## config.mk

```make
export PLATFORM = sky130hd
export DESIGN_NAME = button_conditioner
export DESIGN_NICKNAME = d
export VERILOG_FILES = /design/src/rtl/button_conditioner.sv
export SDC_FILE = /design/constraint.sdc
export NUM_CORES = 1
export LEC_CHECK = 0
export BUFFER_PORTS_ARGS = -buffer_cell sky130_fd_sc_hd__buf_2
export CAP_MARGIN = 20
export CELL_PAD_IN_SITES_DETAIL_PLACEMENT = 0
export CELL_PAD_IN_SITES_GLOBAL_PLACEMENT = 2
export CORE_MARGIN = 2
export CORE_UTILIZATION = 43
export CTS_BUF_LIST = sky130_fd_sc_hd__clkbuf_4 sky130_fd_sc_hd__clkbuf_8
export DETAILED_ROUTE_END_ITERATION = 6
export PLACE_DENSITY = 0.89
export SYNTH_ARGS = -nofsm -noshare
export SYNTH_HDL_FRONTEND = slang
export SYNTH_SLANG_ARGS = --single-unit
```

## constraint.sdc

```tcl
create_clock -name clk -period 2.9 [get_ports clk]
set_clock_uncertainty 0.1 [all_clocks]
set_input_delay 0.435 -clock clk [delete_from_list [all_inputs] [get_ports clk]]
set_output_delay 0.435 -clock clk [all_outputs]
set_load 0.005 [all_outputs]
```

## src/rtl/button_conditioner.sv

```systemverilog
// rtl/button_conditioner.sv - synchronise, debounce and strobe an active-low button bus
module button_conditioner #(
    parameter int NBTN            = 8,
    parameter int DEBOUNCE_CYCLES = 120000,
    parameter int HOLD_CYCLES     = 6000000,
    parameter int REPEAT_CYCLES   = 1200000
) (
    input  logic            clk,
    input  logic            nrst,
    input  logic [NBTN-1:0] nbtn,
    output logic [NBTN-1:0] btn,
    output logic [NBTN-1:0] btn_press,
    output logic [NBTN-1:0] btn_release,
    output logic [NBTN-1:0] btn_repeat
);

    localparam int DW     = $clog2(DEBOUNCE_CYCLES);
    localparam int HSPAN  = (HOLD_CYCLES > REPEAT_CYCLES) ? HOLD_CYCLES : REPEAT_CYCLES;
    localparam int HW     = $clog2(HSPAN);
    localparam logic [DW-1:0] DEB_LAST  = DW'(DEBOUNCE_CYCLES - 1);
    localparam logic [HW-1:0] HOLD_LAST = HW'(HOLD_CYCLES - 1);
    localparam logic [HW-1:0] REP_LAST  = HW'(REPEAT_CYCLES - 1);

    typedef enum logic [1:0] {S_IDLE, S_WAIT, S_REPEAT} hold_state_t;

    logic [NBTN-1:0] sync1;
    logic [NBTN-1:0] sync2;
    logic [NBTN-1:0] s;

    // Synchroniser idles at 1 so that reset looks like "all released".
    always_ff @(posedge clk or negedge nrst) begin
        if (!nrst) begin
            sync1 <= '1;
            sync2 <= '1;
        end else begin
            sync1 <= nbtn;
            sync2 <= sync1;
        end
    end

    assign s = ~sync2;

    for (genvar i = 0; i < NBTN; i++) begin : g_ch
        logic [DW-1:0] dcnt;
        logic          level;
        logic          due;
        logic          level_next;
        logic          press_q;
        logic          release_q;
        logic          repeat_q;
        logic          repeat_next;
        logic [HW-1:0] hcnt;
        logic [HW-1:0] hcnt_next;
        hold_state_t   state;
        hold_state_t   state_next;

        assign due        = (s[i] != level) && (dcnt == DEB_LAST);
        assign level_next = due ? s[i] : level;

        always_ff @(posedge clk or negedge nrst) begin
            if (!nrst) begin
                dcnt      <= '0;
                level     <= 1'b0;
                press_q   <= 1'b0;
                release_q <= 1'b0;
            end else begin
                press_q   <= due && s[i];
                release_q <= due && !s[i];
                level     <= level_next;
                if ((s[i] == level) || due) begin
                    dcnt <= '0;
                end else begin
                    dcnt <= dcnt + DW'(1);
                end
            end
        end

        always_ff @(posedge clk or negedge nrst) begin
            if (!nrst) begin
                state    <= S_IDLE;
                hcnt     <= '0;
                repeat_q <= 1'b0;
            end else begin
                state    <= state_next;
                hcnt     <= hcnt_next;
                repeat_q <= repeat_next;
            end
        end

        // Looking at the next level lets a release on this edge override a due repeat.
        always_comb begin
            state_next  = state;
            hcnt_next   = hcnt;
            repeat_next = 1'b0;
            if (!level_next) begin
                state_next = S_IDLE;
                hcnt_next  = '0;
            end else begin
                case (state)
                    S_IDLE: begin
                        state_next = S_WAIT;
                        hcnt_next  = '0;
                    end
                    S_WAIT: begin
                        if (hcnt == HOLD_LAST) begin
                            repeat_next = 1'b1;
                            hcnt_next   = '0;
                            state_next  = S_REPEAT;
                        end else begin
                            hcnt_next = hcnt + HW'(1);
                        end
                    end
                    S_REPEAT: begin
                        if (hcnt == REP_LAST) begin
                            repeat_next = 1'b1;
                            hcnt_next   = '0;
                        end else begin
                            hcnt_next = hcnt + HW'(1);
                        end
                    end
                    default: begin
                        state_next = S_IDLE;
                        hcnt_next  = '0;
                    end
                endcase
            end
        end

        assign btn[i]         = level;
        assign btn_press[i]   = press_q;
        assign btn_release[i] = release_q;
        assign btn_repeat[i]  = repeat_q;
    end

endmodule

```

==> flow_summary_export.csv <==
group,metric,value,unit
outcome,outcome,"finished, final reports clean",
power_and_ir_drop,pwr-share-seq,0.498,
layout,final_cells,2628,
synthesis,ys_top_cells_by_area,"dfrtp_1, xor2_1, nor2_1, xnor2_1, nand3_1",
cts,clk_pin_slew,0.06,ns
die,initial_utilization,0.435,
power_and_ir_drop,switching_share,0.219,
detailed_routing,post-route-drc-count,0,
layout,final_layout_size_suffix_gt1_frac,0.109,
cts,cts_buffers,70,
cts,insertion_delay,0.62,ns
die,die_w,213,um
synthesis,synthCells,1900,
timing,finalCritPeriodShare,0.906,
worst_setup_path,slowest_stage,"or4_4",
cts,tritoncts,"done",
power_and_ir_drop,power.switching,2.39,mW
timing,relSlewSlack,0.456,
synthesis,yosys.area.top_type,"dfrtp_1",
timing,fin_crit,2.63,ns
detailed_routing,postRouteAntennaNets,0,
synthesis,synth_edf_count,0,
synthesis,synth_warnings,0,
cts,cts_max_path_buffers,3,
power_and_ir_drop,vdd_drop_max,0.310,mV
placement,gp_congestion,0.773,
worst_setup_path,cp.arrival,3.03,ns
die,core,43100,um^2
timing,finalHoldViolCount,0,
cts,clock_sinks,384,
global_routing,grt_max_degree,76,
timing,setup_viol,0,
die,die-area,45300,um^2
worst_setup_path,end_kind,"flip-flop",
detailed_routing,vias,13200,
timing,maxSlewViolCount,0,
worst_setup_path,crit_chain,"or4_1, or4_4, o41a_1, o211ai_4, buf_12, nor2_1",
power_and_ir_drop,p_leak,8.91,nW
power_and_ir_drop,pwr-share-clk,0.482,
power_and_ir_drop,p_comb_frac,0.020,
global_routing,grt_antenna_before_repair,0,
worst_setup_path,cp-start-kind,"flip-flop",
power_and_ir_drop,p_per_area,517,nW/um^2
job,maxCapViolCount,0,
detailed_routing,wirelength,36000,um
layout,n_fill_cell,4080,
detailed_routing,viasPerCell,5.04,
hold_path,holdCritPathClass,"flip-flop to flip-flop",
synthesis,syn_avg_cell_area,9.86,um^2
synthesis,synth-main-ff-cell,"dfrtp_1",
synthesis,synth_area,18700,um^2
power_and_ir_drop,p_int,8.54,mW
global_routing,grt_pass1_wl,63200,um
synthesis,netlist.area_leader.share,0.491,
timing,fmax,381,MHz
worst_setup_path,max_stage_delay,0.56,ns
layout,diodes,0,
global_routing,overflow,0,
timing,rsz0062_at_grt,"false",
synthesis,ys_ff_latch,384,
cts,htreeDepth,3,
timing,setup_ws,0.272,ns
cts,root_buffer,"clkbuf_8",
synthesis,synthDistinctLibCells,61,
placement,pre_cts_ws,0.277,ns
placement,port_buffers,41,
worst_setup_path,crit_fanout,23,
timing,tightest_slew,0.809,ns
global_routing,first_global_vias,13500,
timing,fin_hold_ws,0.244,ns
detailed_routing,routedWlPerCell,13.7,um
synthesis,synth-seq-area-share,0.514,
synthesis,async_flop_share,1.00,
placement,hpwlAfterDp,23500,um
layout,area_delta_synth_final,13.0,%
die,pin_count,42,
detailed_routing,drt_pass1_iterations,4,
synthesis,synth_nets,1952,
worst_setup_path,cp_num_buf_inv,1,
timing,fin_setup_tns,0,ns
global_routing,gr-usage-all-layers,0.168,
worst_setup_path,critPathKind,"flip-flop to flip-flop",
die,die_h,213,um
layout,nets,2049,
placement,dp_cells,2501,
detailed_routing,first_iter_violations,684,
worst_setup_path,cp.required,3.30,ns
worst_setup_path,path_delay_family,"simple AND/OR/NAND/NOR gates",
die,fp-row-count,76,
synthesized netlist by cell type (3+ instances only):
cell type	instances
dfstp_2	16
xor2_1	162
buf_4	32
nor3_1	57
ha_1	42
buf_2	10
nand3_1	116
a31oi_1	4
or4_1	13
a21oi_1	17
nand4_1	76
nor4_1	25
xnor2_1	124
or4bb_1	3
dfrtp_1	368
nor3b_1	6
clkbuf_1	16
inv_1	72
or3_1	13
a41oi_1	3
mux2i_1	8
nand2b_1	3
nor4bb_1	10
nor4b_1	11
nor2_1	377
and4_1	24
o31ai_1	3
o21a_1	9
and3_1	70
and2_1	14
o211ai_1	4
nand2_1	136
nand4b_1	9
o21ai_0	13
what timing repair did:
item | in CTS | in global routing
hold endpoints to repair | 72 | 0
hold buffers | 9 | 0
resized for setup | 0 | 0
setup buffers | 0 | 0
layer usage:
layer / routed length, um / up-vias / track usage
met5: 0 / - / 0
met4: 765 / 0 / 0.0627
met3: 1460 / 60 / 0.0366
met2: 16000 / 162 / 0.261
met1: 17800 / 6389 / 0.231
li1: - / 6632 / -
final cells by class:
cell class	instances	area, um^2	area share
clock buffer	109	1330	0.0629
multi-input combinational	1384	8470	0.400
clock inverter	9	95.1	0.00449
inverter	72	270	0.0128
tap	585	732	0.0346
sequential	384	9630	0.455
timing repair buffer	85	643	0.0304
path summary, 6_finish.rpt:
check,from,to,slack (ns),cells past startpoint
worst max-delay path,g_ch[7].hcnt[18],g_ch[7].hcnt[19],0.27,6
worst min-delay path,sync1[2],sync2[2],0.24,0
worst max register to register,g_ch[7].hcnt[18],g_ch[7].hcnt[19],0.27,6
worst min register to register,sync1[2],sync2[2],0.24,0
max in group asynchronous,nrst,g_ch[3].hcnt[20],1.55,3
min in group asynchronous,nrst,g_ch[1].hcnt[1],0.30,2
flip-flops by register name (all words and copies together), names as in the netlist:
signal and cells:
g_ch.hcnt 184, g_ch.dcnt 136, g_ch.state 16, g_ch.level 8
g_ch.press_q 8, g_ch.release_q 8, g_ch.repeat_q 8, sync1 8
sync2 8
placed cells by master, fill, tap and decap left out, types with 4 or more instances in the layout:
| cell type | netlist | layout |
|---|---|---|
| nor2_1 | 377 | 377 |
| dfrtp_1 | 368 | 368 |
| xor2_1 | 162 | 162 |
| nand2_1 | 136 | 136 |
| xnor2_1 | 124 | 124 |
| nand3_1 | 116 | 116 |
| clkbuf_8 | 0 | 82 |
| nand4_1 | 76 | 76 |
| inv_1 | 72 | 72 |
| and3_1 | 70 | 70 |
| nor3_1 | 57 | 57 |
| ha_1 | 42 | 42 |
| buf_2 | 10 | 40 |
| buf_4 | 32 | 29 |
| clkbuf_4 | 0 | 27 |
| nor4_1 | 25 | 25 |
| and4_1 | 24 | 24 |
| a21oi_1 | 17 | 17 |
| dfstp_2 | 16 | 16 |
| and2_1 | 14 | 14 |
| or4_1 | 13 | 13 |
| or3_1 | 13 | 13 |
| o21ai_0 | 13 | 13 |
| nor4b_1 | 11 | 11 |
| nor4bb_1 | 10 | 10 |
| nand4b_1 | 9 | 9 |
| o21a_1 | 9 | 9 |
| dlygate4sd3_1 | 0 | 9 |
| mux2i_1 | 8 | 8 |
| clkinv_2 | 0 | 7 |
| nor3b_1 | 6 | 6 |
| buf_12 | 0 | 6 |
| a31oi_1 | 4 | 4 |
| o211ai_1 | 4 | 4 |
cell families after synthesis:
| group | after synthesis | synth area share |
|---|---|---|
| AOI/OAI and AO/OA | 75 | 0.0290 |
| xor gates and xnor gates | 286 | 0.134 |
| adders and majority gates | 42 | 0.0280 |
| buffers and inverters | 132 | 0.0343 |
| DFF | 384 | 0.514 |
| muxes | 10 | 0.00621 |
| and+or+nand+nor | 971 | 0.255 |
power groups by stage:
stage | sequential [mW] | clock, mW | combinational (mW)
4_1_cts | 5.45 | 5.50 | 0.236
2_1_floorplan | 5.53 | 0 | 0.0688
6_report | 5.45 | 5.27 | 0.222
3_5_place_dp | 5.54 | 0 | 0.226
3_3_place_gp | 5.54 | 0 | 0.221
5_1_grt | 5.45 | 5.73 | 0.263
per-stage QoR:
stage                util  total power [mW]  area, um^2
CTS                 0.491              11.2       21200
global route        0.491              11.4       21200
finish              0.491              10.9       21200
detailed placement  0.456              5.77       19700
global placement    0.456              5.76       19700
floorplan               -              5.60       18700
Note: power is estimated with default switching activity, not from simulation.
